`config.mk`:
```
export PLATFORM = sky130hd
export DESIGN_NAME = adder_error_monitor_flat
export DESIGN_NICKNAME = d
export VERILOG_FILES = /design/src/rtl/adder_error_monitor_if.sv /design/src/rtl/adder_error_monitor.sv /design/src/flat_wrapper.sv
export SDC_FILE = /design/constraint.sdc
export NUM_CORES = 1
export LEC_CHECK = 0
export ABC_AREA = 1
export BUFFER_PORTS_ARGS = -buffer_cell sky130_fd_sc_hd__buf_2
export CAP_MARGIN = 5
export CELL_PAD_IN_SITES_DETAIL_PLACEMENT = 1
export CELL_PAD_IN_SITES_GLOBAL_PLACEMENT = 1
export CORE_ASPECT_RATIO = 0.7
export CORE_UTILIZATION = 35
export CTS_CLUSTER_DIAMETER = 120
export DETAILED_ROUTE_END_ITERATION = 7
export PLACE_DENSITY_LB_ADDON = 0.1
export RECOVER_POWER = 100
export SLEW_MARGIN = 40
export SYNTH_ARGS = -nofsm -noshare
export SYNTH_HDL_FRONTEND = slang
export SYNTH_SLANG_ARGS = --single-unit
```
`constraint.sdc`:
```
create_clock -name clk -period 2.4 [get_ports clk]
set_clock_uncertainty 0.15 [all_clocks]
set_input_delay 0.6 -clock clk [delete_from_list [all_inputs] [get_ports clk]]
set_output_delay 0.6 -clock clk [all_outputs]
set_load 0.05 [all_outputs]
```
`src/rtl/adder_error_monitor_if.sv`:
```
// Sample-pair stream from the adder stage into the error monitor.
//   in_valid  : producer has a {exact_y, approx_y} pair this cycle
//   in_ready  : monitor accepts the pair this cycle
//   exact_y   : result of the exact reference adder
//   approx_y  : result of the approximate adder under test
// Modports: master = sample producer, slave = monitor.
interface adder_error_monitor_if #(
    parameter int unsigned WIDTH = 9
);
    logic             in_valid;
    logic             in_ready;
    logic [WIDTH-1:0] exact_y;
    logic [WIDTH-1:0] approx_y;

    modport master (
        output in_valid,
        output exact_y,
        output approx_y,
        input  in_ready
    );

    modport slave (
        input  in_valid,
        input  exact_y,
        input  approx_y,
        output in_ready
    );
endinterface

```
`src/rtl/adder_error_monitor.sv`:
```
// Error-statistics monitor for approximate adders. It accumulates, over a window
// of WINDOW accepted sample pairs, the sample count, the number of erroneous
// samples, the saturating sum of error distance |exact_y - approx_y| and the
// maximum error distance.
//
// Ports:
//   clk, rst_n    : clock, asynchronous active-low reset
//   start         : clears the stats and opens a window (honoured in IDLE/DONE only)
//   bus (slave)   : sample pair stream (in_valid/in_ready/exact_y/approx_y)
//   busy          : window in progress (RUN or DRAIN)
//   done          : window complete, stats stable until the next start
//   sample_count  : samples accepted in this window
//   err_count     : samples with exact_y != approx_y
//   sum_ed        : saturating sum of error distance
//   max_ed        : largest error distance seen
//   ham_sum       : saturating sum of popcount(exact_y ^ approx_y), present only
//                   when AEM_HAMMING_EN is defined
//
// Timing: a transfer bumps sample_count on its own edge, the error distance is
// registered in S1 on that edge, and the remaining stats update on the next edge.
module adder_error_monitor #(
    parameter int unsigned WIDTH  = 9,
    parameter int unsigned CNT_W  = 16,
    parameter int unsigned ACC_W  = 24,
    parameter int unsigned WINDOW = 256
) (
    input  logic                  clk,
    input  logic                  rst_n,
    input  logic                  start,
    adder_error_monitor_if.slave  bus,
    output logic                  busy,
    output logic                  done,
    output logic [CNT_W-1:0]      sample_count,
    output logic [CNT_W-1:0]      err_count,
    output logic [ACC_W-1:0]      sum_ed,
    output logic [WIDTH-1:0]      max_ed
`ifdef AEM_HAMMING_EN
    ,
    output logic [ACC_W-1:0]      ham_sum
`endif
);

    localparam int unsigned DIFF_W = WIDTH + 1;
    localparam int unsigned SUM_W  = ACC_W + 1;
    localparam logic [CNT_W-1:0] LAST_IDX = CNT_W'(WINDOW - 1);

    typedef enum logic [1:0] {
        S_IDLE  = 2'd0,
        S_RUN   = 2'd1,
        S_DRAIN = 2'd2,
        S_DONE  = 2'd3
    } state_t;

    state_t state;
    state_t state_nxt;

    logic ready_c;
    logic xfer;
    logic last_xfer;
    logic clear;

    logic [DIFF_W-1:0] diff;
    logic [DIFF_W-1:0] diff_neg;
    logic [WIDTH-1:0]  ed_c;
    logic              neq_c;

    logic              s1_valid;
    logic [WIDTH-1:0]  s1_ed;
    logic              s1_neq;

    logic [SUM_W-1:0]  ed_sum_wide;
    logic [ACC_W-1:0]  ed_sum_sat;

`ifdef AEM_HAMMING_EN
    localparam int unsigned POP_W = $clog2(WIDTH + 1);
    logic [WIDTH-1:0] xor_c;
    logic [POP_W-1:0] pop_c;
    logic [POP_W-1:0] s1_pop;
    logic [SUM_W-1:0] ham_sum_wide;
    logic [ACC_W-1:0] ham_sum_sat;
`endif

    // Handshake and window bookkeeping
    assign bus.in_ready = ready_c;
    assign xfer         = bus.in_valid & ready_c;
    assign last_xfer    = xfer && (sample_count == LAST_IDX);
    assign clear        = start && ((state == S_IDLE) || (state == S_DONE));

    // State register
    always_ff @(posedge clk or negedge rst_n) begin
        if (!rst_n) begin
            state <= S_IDLE;
        end else begin
            state <= state_nxt;
        end
    end

    // Next-state logic; DRAIN waits for S1 to empty, which takes exactly 2 cycles
    always_comb begin
        state_nxt = state;
        case (state)
            S_IDLE:  if (start)      state_nxt = S_RUN;
            S_RUN:   if (last_xfer)  state_nxt = S_DRAIN;
            S_DRAIN: if (!s1_valid)  state_nxt = S_DONE;
            S_DONE:  if (start)      state_nxt = S_RUN;
            default:                 state_nxt = S_IDLE;
        endcase
    end

    // State-decoded outputs
    always_comb begin
        ready_c = 1'b0;
        busy    = 1'b0;
        done    = 1'b0;
        case (state)
            S_RUN: begin
                ready_c = 1'b1;
                busy    = 1'b1;
            end
            S_DRAIN: busy = 1'b1;
            S_DONE:  done = 1'b1;
            default: ;
        endcase
    end

    // Error distance: zero-extended subtract, then absolute value
    always_comb begin
        diff     = DIFF_W'(bus.exact_y) - DIFF_W'(bus.approx_y);
        diff_neg = ~diff + DIFF_W'(1);
        ed_c     = diff[WIDTH] ? diff_neg[WIDTH-1:0] : diff[WIDTH-1:0];
        neq_c    = (bus.exact_y != bus.approx_y);
    end

`ifdef AEM_HAMMING_EN
    // Hamming distance between the two results
    always_comb begin
        xor_c = bus.exact_y ^ bus.approx_y;
        pop_c = '0;
        for (int i = 0; i < int'(WIDTH); i++) begin
            pop_c = pop_c + POP_W'(xor_c[i]);
        end
    end
`endif

    // S1: register per-sample error metrics
    always_ff @(posedge clk or negedge rst_n) begin
        if (!rst_n) begin
            s1_valid <= 1'b0;
            s1_ed    <= '0;
            s1_neq   <= 1'b0;
`ifdef AEM_HAMMING_EN
            s1_pop   <= '0;
`endif
        end else begin
            s1_valid <= xfer;
            if (xfer) begin
                s1_ed  <= ed_c;
                s1_neq <= neq_c;
`ifdef AEM_HAMMING_EN
                s1_pop <= pop_c;
`endif
            end
        end
    end

    // Saturating accumulators; the extra top bit is the overflow indicator
    always_comb begin
        ed_sum_wide = SUM_W'(sum_ed) + SUM_W'(s1_ed);
        ed_sum_sat  = ed_sum_wide[ACC_W] ? '1 : ed_sum_wide[ACC_W-1:0];
`ifdef AEM_HAMMING_EN
        ham_sum_wide = SUM_W'(ham_sum) + SUM_W'(s1_pop);
        ham_sum_sat  = ham_sum_wide[ACC_W] ? '1 : ham_sum_wide[ACC_W-1:0];
`endif
    end

    // S2: statistics registers
    always_ff @(posedge clk or negedge rst_n) begin
        if (!rst_n) begin
            sample_count <= '0;
            err_count    <= '0;
            sum_ed       <= '0;
            max_ed       <= '0;
`ifdef AEM_HAMMING_EN
            ham_sum      <= '0;
`endif
        end else if (clear) begin
            sample_count <= '0;
            err_count    <= '0;
            sum_ed       <= '0;
            max_ed       <= '0;
`ifdef AEM_HAMMING_EN
            ham_sum      <= '0;
`endif
        end else begin
            if (xfer) begin
                sample_count <= sample_count + CNT_W'(1);
            end
            if (s1_valid) begin
                // err_count is bounded by WINDOW, so it cannot wrap
                if (s1_neq) begin
                    err_count <= err_count + CNT_W'(1);
                end
                sum_ed <= ed_sum_sat;
                if (s1_ed > max_ed) begin
                    max_ed <= s1_ed;
                end
`ifdef AEM_HAMMING_EN
                ham_sum <= ham_sum_sat;
`endif
            end
        end
    end

endmodule
```
`src/flat_wrapper.sv`:
```
// flat-port wrapper written by rule: the top's interface ports become plain ports
module adder_error_monitor_flat 
#(
    parameter int unsigned WIDTH  = 9,
    parameter int unsigned CNT_W  = 16,
    parameter int unsigned ACC_W  = 24,
    parameter int unsigned WINDOW = 256
)
  (clk, rst_n, start, busy, done, sample_count, err_count, sum_ed, max_ed, bus_in_valid, bus_exact_y, bus_approx_y, bus_in_ready);
  adder_error_monitor_if #(.WIDTH(WIDTH)) bus_i ();
  input  logic clk;
  input  logic rst_n;
  input  logic start;
  output logic busy;
  output logic done;
  output logic [CNT_W-1:0] sample_count;
  output logic [CNT_W-1:0] err_count;
  output logic [ACC_W-1:0] sum_ed;
  output logic [WIDTH-1:0] max_ed;
  input wire logic [$bits(bus_i.in_valid)-1:0] bus_in_valid;
  input wire logic [$bits(bus_i.exact_y)-1:0] bus_exact_y;
  input wire logic [$bits(bus_i.approx_y)-1:0] bus_approx_y;
  output wire logic [$bits(bus_i.in_ready)-1:0] bus_in_ready;
  assign bus_i.in_valid = bus_in_valid;
  assign bus_i.exact_y = bus_exact_y;
  assign bus_i.approx_y = bus_approx_y;
  assign bus_in_ready = bus_i.in_ready;
  adder_error_monitor #(.WIDTH(WIDTH), .CNT_W(CNT_W), .ACC_W(ACC_W), .WINDOW(WINDOW)) u_core (.clk(clk), .rst_n(rst_n), .start(start), .bus(bus_i), .busy(busy), .done(done), .sample_count(sample_count), .err_count(err_count), .sum_ed(sum_ed), .max_ed(max_ed));
endmodule
```
**Yosys cells after proc, flatten, opt, wreduce, memory -nomap -nowiden**

Cells that the tools add are included.

- Register bits: 78
- Input bits: 22
- Output and inout bits: 68
- Word-level logic and storage cells: 56

- Add/subtract/negate cells: 5
- Magnitude comparators: 1
- Equal/unequal tests: 8
- Multiplexer cells: 19
- Bitwise operators: 2
- Reduce and logical (&&, ||, !) cells: 13

Operators by type and width:

| kind | count |
|---|---|
| 16-bit 2-to-1 mux | 5 |
| 24-bit 2-to-1 mux | 3 |
| 9-bit 2-to-1 mux | 4 |
| 16-bit by 1-bit adder with 16-bit output, second input constant | 2 |
| 24-bit by 9-bit adder with 25-bit output | 1 |
| 16-bit by 8-bit == test with 1-bit output, second input constant | 1 |
| 9-bit by 9-bit subtractor with 10-bit output | 1 |
| 9-bit by 1-bit adder with 9-bit output, second input constant | 1 |
| 9-bit > comparator | 1 |
| 9-bit inequality test | 1 |
| 9-bit inverter | 1 |
| 2-bit nonzero test | 4 |
| 2-bit 2-to-1 mux | 3 |
| 2-bit one-hot mux with 3 select lines | 1 |
| 2-bit == test, second input constant | 2 |
| 2-bit by 1-bit inequality test with 1-bit output, second input constant | 2 |
| 2-bit AND reduction | 2 |
| 2-bit OR reduction | 2 |
| 1-bit 2-to-1 mux | 3 |
| 3-bit AND reduction | 1 |
| 2-bit by 1-bit == test with 1-bit output, second input constant | 1 |
| 1-bit logical AND | 2 |
| 2-bit zero test | 1 |
| 2-bit inequality test, second input constant | 1 |
| 2 further kinds | 2 |

**Logic depth before layout (Yosys ltp)**

Gate-level depths: netlist (run 1).

- Word-level depth: 6
- Depth in mapped cells: 16
- Gate-level depth less buffers: 16

**Least setup slack after synthesis (run 1)**

No wires, ideal clock.

- Kind: input to register
- Start: in bus_exact_y[0]
- End: reg u_core.s1_ed[6]
- Library setup time: 0.118 ns
- Arrival: 2.188 ns
- Data required time: 2.132 ns
- Setup slack: -0.055 ns
- Cell stages on the path: 14
- Path buffers: 0
- Cells stage by stage: inv_1 ha_1 inv_1 fa_1 inv_1 ha_1 inv_1 nor2_1 nand3_1 or2_1 nand2_1 nand2_1 nand3_1 nand2_1

- Cells in the longest elaborated chain, start to end: 4

Ends and longest elaborated chain:

| item | RTL line | source |
|---|---|---|
| start: declaration | flat_wrapper.sv:21 | `input wire logic [$bits(bus_i.exact_y)-1:0] bus_exact_y;` |
| 9-bit by 9-bit subtractor with 10-bit output * | adder_error_monitor.sv:128 | `diff = DIFF_W'(bus.exact_y) - DIFF_W'(bus.approx_y);` |
| 9-bit inverter | adder_error_monitor.sv:129 | `diff_neg = ~diff + DIFF_W'(1);` |
| 9-bit by 1-bit adder with 9-bit output | adder_error_monitor.sv:129 |  |
| 9-bit 2-to-1 mux * | adder_error_monitor.sv:130 | `ed_c = diff[WIDTH] ? diff_neg[WIDTH-1:0] : diff[WIDTH-1:0];` |
| end signal: assignment | adder_error_monitor.sv:149 | `s1_ed <= '0;` |
| end signal: assignment | adder_error_monitor.sv:157 | `s1_ed <= ed_c;` |
| end: declaration | adder_error_monitor.sv:68 | `logic [WIDTH-1:0] s1_ed;` |

Mark *: on every way between the ends. The rest lies on a longest branch, timed or not.
A chain may end at the register's enable or synchronous reset.

**Worst setup path after layout (run 1)**

- Start: reg u_core.s1_ed[0]
- End: reg u_core.sum_ed[11]

- Cells in the longest elaborated chain, start to end: 4

Ends and longest elaborated chain:

| item | RTL line | source |
|---|---|---|
| 24-bit by 9-bit adder with 25-bit output | adder_error_monitor.sv:168 | `ed_sum_wide = SUM_W'(sum_ed) + SUM_W'(s1_ed);` |
| 24-bit 2-to-1 mux | adder_error_monitor.sv:169 | `ed_sum_sat = ed_sum_wide[ACC_W] ? '1 : ed_sum_wide[ACC_W-1:0];` |
| 24-bit 2-to-1 mux | adder_error_monitor.sv:198 | `if (s1_valid) begin` |
| 24-bit 2-to-1 mux | adder_error_monitor.sv:186 | `end else if (clear) begin` |
| end signal: assignment | adder_error_monitor.sv:203 | `sum_ed <= ed_sum_sat;` |
| end: declaration | adder_error_monitor.sv:35 | `output logic [ACC_W-1:0] sum_ed,` |

Every way passes these cells. The select of a mux whose other input is x is not followed.

==> results of run 1 <==
## placed cells by master, fill, tap and decap left out, types with 7 or more instances in the layout
| cell | synthesis | final |
|---|---|---|
| buf_2 | 2 | 20 |
| clkbuf_1 | 4 | 69 |
| nand2_2 | 6 | 8 |
| nor3_1 | 21 | 20 |
| nand4_1 | 8 | 8 |
| nor2_1 | 57 | 55 |
| clkbuf_16 | 0 | 9 |
| ha_1 | 35 | 32 |
| o21ai_0 | 36 | 36 |
| nand2_1 | 216 | 216 |
| dfrtp_1 | 78 | 78 |
| inv_1 | 107 | 104 |
| nand3_1 | 58 | 57 |
| buf_4 | 1 | 33 |
| a21oi_1 | 36 | 36 |
| a22o_1 | 7 | 7 |
| xor2_1 | 7 | 7 |
## timing repair
item	4_1_cts	5_1_grt
endpoints found under the setup margin	1	29
hold buffers	1	0
endpoints found under the hold margin	1	0
gates resized for setup	1	13
buffers inserted	0	1
pin swaps	0	1
## critical path, stage by stage, from the launching register on
cell and delay [ns]:
dfrtp_1 0.42, ha_1 0.23, fa_2 0.36, nand3_1 0.08, nand2_1 0.08, nand2_1 0.09, nand2_2 0.05, nand2_1 0.08
nand2_2 0.10, nand3_2 0.10, buf_12 0.12, nand2_1 0.05, o21ai_0 0.14, o21ai_0 0.12
## logic make-up after synthesis
kind of cell	after synthesis
AND/OR/NAND/NOR	399
buffers and inverters	122
AO/OA/AOI/OAI	103
flip-flops	78
adder cells (fa/ha/maj)	37
XOR/XNOR	12
## worst paths after layout
| check | to | cells past startpoint | slack, ns | startpoint |
|---|---|---|---|---|
| max | u_core.sum_ed[11]$_DFFE_PN0P_ | 13 | 0.1 | u_core.s1_ed[0]$_DFFE_PN0P_ |
| min | u_core.sum_ed[8]$_DFFE_PN0P_ | 2 | 0.38 | u_core.sum_ed[8]$_DFFE_PN0P_ |
| max reg2reg | u_core.sum_ed[11]$_DFFE_PN0P_ | 13 | 0.1 | u_core.s1_ed[0]$_DFFE_PN0P_ |
| min reg2reg | u_core.sum_ed[8]$_DFFE_PN0P_ | 2 | 0.38 | u_core.sum_ed[8]$_DFFE_PN0P_ |
| max in group asynchronous | u_core.sum_ed[8]$_DFFE_PN0P_ | 3 | 0.39 | rst_n |
| min in group asynchronous | u_core.sum_ed[1]$_DFFE_PN0P_ | 2 | 0.65 | rst_n |
## area by class of cell
| type | count | area, sq um |
|---|---|---|
| fill | 1949 | 8290 |
| multi-input combinational | 551 | 3030 |
| sequential | 78 | 1950 |
| timing repair buffer | 130 | 688 |
| inverter | 111 | 429 |
| clock buffer | 12 | 256 |
| tap | 195 | 244 |
| clock inverter | 3 | 20.0 |
## registers in the layout, summed over array words and instances (netlist names)
name / cells
u_core.max_ed: 9
u_core.s1_ed: 9
u_core.state: 2
u_core.s1_valid: 1
u_core.s1_neq: 1
u_core.sum_ed: 24
u_core.sample_count: 16
u_core.err_count: 16
## power by group
group / switching, mW / leakage, nW / internal, mW
Combinational: 2.26 / 2.18 / 0.980
Clock: 0.564 / 0.131 / 0.750
Sequential: 0.328 / 1.05 / 1.57
## metal layers
metal  routed length, microns  vias to the layer above
met4                      204                        0
li1                         -                     2701
met1                     8780                     2676
met3                      642                       16
met2                     7220                       96
met5                        0                        -
## metrics by stage
step           TNS (ns)  util (%)  setup WS [ns]  instance area [sq um]  std cells
5_1_grt          -0.267      44.4        -0.0476                   6620       1080
2_1_floorplan   -0.0215         -        -0.0215                   5460        751
4_1_cts               0      45.0         0.0202                   6700       1079
3_5_place_dp      -1.32      43.0         -0.304                   6410       1063
6_report              0      44.4         0.0975                   6620       1080
3_3_place_gp      -1.02      43.0         -0.282                   6410       1063
==> impl_metrics.tcl, run 1 <==
set metrics [dict create \
    status "finished clean" \
    area_growth_pct 21.9 \
    met2_usage_pct 34.1 \
    period_needed_ns 2.30 \
    grt_max_degree 39 \
    antenna_cells 0 \
    ir_drop_mv 0.751 \
    crit_type "flop to flop" \
    wl_per_cell_microns 15.6 \
    layout-drive-gt1-share_pct 13.4 \
    die_x_microns 151 \
    ios 90 \
    synth_fa_ha_area_share_pct 8.80 \
    drc 0 \
    drtIter0Drc 215 \
    fmax_mhz 434 \
    synth_cells 751 \
    die-area_sq_mm 0.0160 \
    clkTransAtPathRegs_ns 0.06 \
    synth_common_cells "216 x nand2_1, 107 x inv_1, 78 x dfrtp_1" \
    synth_fp_nets 810 \
    hold_class "flop to flop" \
    cts_sinks 78 \
    cts-root-buf "clkbuf_16" \
    synthArstFlopShare_pct 100 \
    routed_wl_mm 16.9 \
    yosysMostFrequentCell "nand2_1" \
    required_ns 2.46 \
    holdWs_ns 0.380 \
    end_kind "flop" \
    synth_area_leader_cell "dfrtp_1" \
    port_buffers 89 \
    cts_htree_levels 3 \
    fin_crit_sh_pct 95.9 \
    maxCapViolCount 0 \
    gp_congestion 0.843 \
    ant_nets 0 \
    worst_pin_slew_ns 0.713 \
    cts_tree "built" \
    coreArea_sq_mm 0.0149 \
    drt_first_pass_iters 4 \
    synth_top_family_by_area "simple AND/OR/NAND/NOR gates" \
    use_met1_pct 32.2 \
    final-hold-violation-count 0 \
    use_met3_pct 4.25 \
    grt_pass1_vias 5581 \
    rsz0062_at_grt "true" \
    slew-limit-headroom_pct 52.5 \
    nets 940 \
    yosysUniqueCellTypes 45 \
    syn_avg_cell_area_sq_um 7.23 \
    syn_area_sq_mm 0.00543 \
    ys.warnings.count 0 \
    ys_seq_area_share_pct 35.9 \
    cts_max_path_buffers 2 \
    die_y_microns 106 \
    synth-compound-area-share_pct 10.8 \
    antenna_found_initial 0 \
    cp_max_fo 6 \
    grt_use_total_pct 22.4 \
    cts_made_buffers 9 \
    p_leak_nw 3.36 \
    dp_hpwl_mm 13.5 \
    ys_seq_elements 78 \
    start_util_pct 36.4 \
    busiest_layer "met2" \
    grt_first_pass_wirelength_mm 27.9 \
    vias 5489 \
    ys.flop_type "dfrtp_1" \
    slew_violations 0 \
    via_per_inst 5.08 \
    setup_viol_count_final 0 \
    cp-start-kind "flop" \
    synth_area_leaders "dfrtp_1 36%, nand2_1 15%, ha_1 8.1%, inv_1 7.4%, nand3_1 5.3%" \
    finalPower_mw 6.45 \
    synth_edf_count 0 \
    muxShareOfSynthArea_pct 0 \
    synth-simple-area-share_pct 33.5 \
    rows 37 \
    overflow 0 \
    yosysTopAreaCellShare_pct 35.9 \
    synth_xor_area_share_pct 1.94 \
    arrival_ns 2.37 \
    power.density_mw_per_mm2 974 \
    worstSkewPairLatency_ns 0.35 \
]
Power figures use the tool's default switching activity.
==> run 2: changes to the inputs <==
clock period = 2.3 ns   (was 2.4 ns; I/O delays follow)
==> impl_metrics.tcl, run 2 (synthesis gave the netlist of run 1 again) <==
set metrics [dict create \
    required_ns 2.37 \
    drc 0 \
    cp_max_fo 2 \
    regMostFlops "u_core.sum_ed" \
    dp_hpwl_mm 13.5 \
    rows 37 \
    cts_max_path_buffers 2 \
    crit_type "primary input to flop" \
    ir_drop_mv 0.719 \
    coreArea_sq_mm 0.0149 \
    p_sw_mw 3.46 \
    nets 964 \
    status "finished clean" \
    die_y_microns 106 \
    worst_pin_slew_ns 0.773 \
    cts_hold_buf 0 \
    reg2reg_depth 11 \
    ios 90 \
    final-hold-violation-count 0 \
    arrival_ns 2.32 \
    holdWs_ns 0.151 \
    power.share.combinational_pct 52.9 \
    slew_violations 0 \
    cp-start-kind "primary input" \
    instances_no_fill 1105 \
    drt_first_pass_iters 4 \
    end_kind "flop" \
    dp_slack_ns -0.465 \
    cts-root-buf "clkbuf_16" \
    port_buffers 89 \
    wl_per_cell_microns 16.2 \
    routed_wl_mm 17.9 \
    antenna_cells 0 \
    p_seq_share_pct 26.9 \
    setup_ws_ns 0.0577 \
    final_cell_mix "211 x nand2_1, 102 x inv_1, 75 x dfrtp_1" \
    area_growth_pct 28.9 \
    die-area_sq_mm 0.0160 \
    grt_pass1_vias 5616 \
    worstSkewPairLatency_ns 0.34 \
    maxCapViolCount 0 \
    cts_sinks 78 \
    power.density_mw_per_mm2 1040 \
    start_util_pct 36.4 \
    fillers 1965 \
    drtIter0Drc 238 \
    vias 5535 \
    slew-limit-headroom_pct 48.5 \
    fmax_mhz 446 \
    gp_congestion 0.856 \
    p_leak_nw 3.64 \
    ant_nets 0 \
    final_common_cell "nand2_1" \
    swShare_pct 47.7 \
    grt_first_pass_wirelength_mm 28.6 \
    cts_htree_levels 3 \
    stdcell_area_sq_mm 0.00700 \
    dp_cells 1078 \
    cts_made_buffers 9 \
    rsz0062_at_grt "true" \
    via_per_inst 5.01 \
    cts_tree "built" \
    die_x_microns 151 \
    fin_crit_sh_pct 97.5 \
    finalPower_mw 7.27 \
    p_clk_share_pct 20.3 \
    antenna_found_initial 0 \
    setup_viol_count_final 0 \
    layout-drive-gt1-share_pct 20.5 \
    postPlaceCellArea_sq_mm 0.00651 \
    clkTransAtPathRegs_ns 0.06 \
    largest_register_ffs 24 \
    overflow 0 \
    period_needed_ns 2.24 \
    top_regs "u_core.sum_ed: 24 flops, u_core.err_count: 16 flops, u_core.sample_count: 16 flops" \
    grt_use_total_pct 22.9 \
    p_int_mw 3.80 \
    hold_class "primary input to asynchronous set/reset pin" \
    grt_max_degree 50 \
]
run 2: changes by cell type in the layout (fill, tap and decap cells not counted), sizes merged:
| cell | change |
|---|---|
| clkbuf | -20 |
| dlygate4sd3 | -1 |
| clkinvlp | -1 |
| nand3 | +1 |
| buf | +45 |
| bufinv | +1 |
run 2: layout make-up:
class	count	area, sq um	area share [%]
multi-input combinational	552	3160	45.2
sequential	78	1960	27.9
timing repair buffer	153	903	12.9
inverter	111	432	6.17
clock buffer	13	260	3.72
tap	195	244	3.49
clock inverter	3	42.5	0.608
run 2: through the flow:
| step | TNS, ns | util (%) |
|---|---|---|
| after CTS | 0 | 45.9 |
| after global placement | -1.50 | 43.7 |
| after floorplan | -0.0957 | - |
| after detailed placement | -2.19 | 43.7 |
| final | 0 | 46.9 |
| after global routing | -0.241 | 46.9 |
run 2: path summary, 6_finish.rpt:
check,startpoint,to,slack (ns)
worst max-delay path,bus_exact_y[0],u_core.s1_ed[6]$_DFFE_PN0P_,0.06
min in group clk,u_core.err_count[15]$_DFFE_PN0P_,u_core.err_count[15]$_DFFE_PN0P_,0.39
worst max register to register,u_core.s1_ed[0]$_DFFE_PN0P_,u_core.sum_ed[3]$_DFFE_PN0P_,0.10
worst min register to register,u_core.err_count[15]$_DFFE_PN0P_,u_core.err_count[15]$_DFFE_PN0P_,0.39
max in group asynchronous,rst_n,u_core.state[0]$_DFFE_PN0P_,0.50
worst min-delay path,rst_n,u_core.sum_ed[23]$_DFFE_PN0P_,0.15
run 2: power by group through the flow:
stage	Combinational (mW)	Clock (mW)	Sequential, mW
detailed placement	3.62	0	1.96
finish	3.84	1.47	1.95
global placement	3.51	0	1.94
CTS	3.69	1.51	1.93
floorplan	1.92	0	2.42
global route	4.26	1.56	1.99
run 2: worst max-delay path: stages:
cell	delay [ns]
buf_8	0.09
inv_12	0.03
ha_4	0.15
inv_4	0.05
fa_2	0.46
inv_2	0.10
ha_4	0.13
inv_2	0.03
nor2_2	0.11
nand3_1	0.09
or2_1	0.25
nand2_1	0.06
nand2_1	0.07
nand3_2	0.06
nand2_1	0.05
run 2: what timing repair did:
action / in CTS / in global routing
pin swaps: 2 / 15
gates cloned: 0 / 1
gates resized for setup: 6 / 54
buffers inserted: 1 / 9
hold endpoints to repair: 0 / 0
endpoints found under the setup margin: 18 / 42
run 2: per-layer routing:
| layer | GRT usage (%) | up-vias | part of all wire [%] |
|---|---|---|---|
| li1 | - | 2742 | - |
| met1 | 33.7 | 2682 | 50 |
| met2 | 34.9 | 99 | 45 |
| met3 | 3.39 | 12 | 3.8 |
| met4 | 5.43 | 0 | 0.89 |
| met5 | 0 | - | 0 |
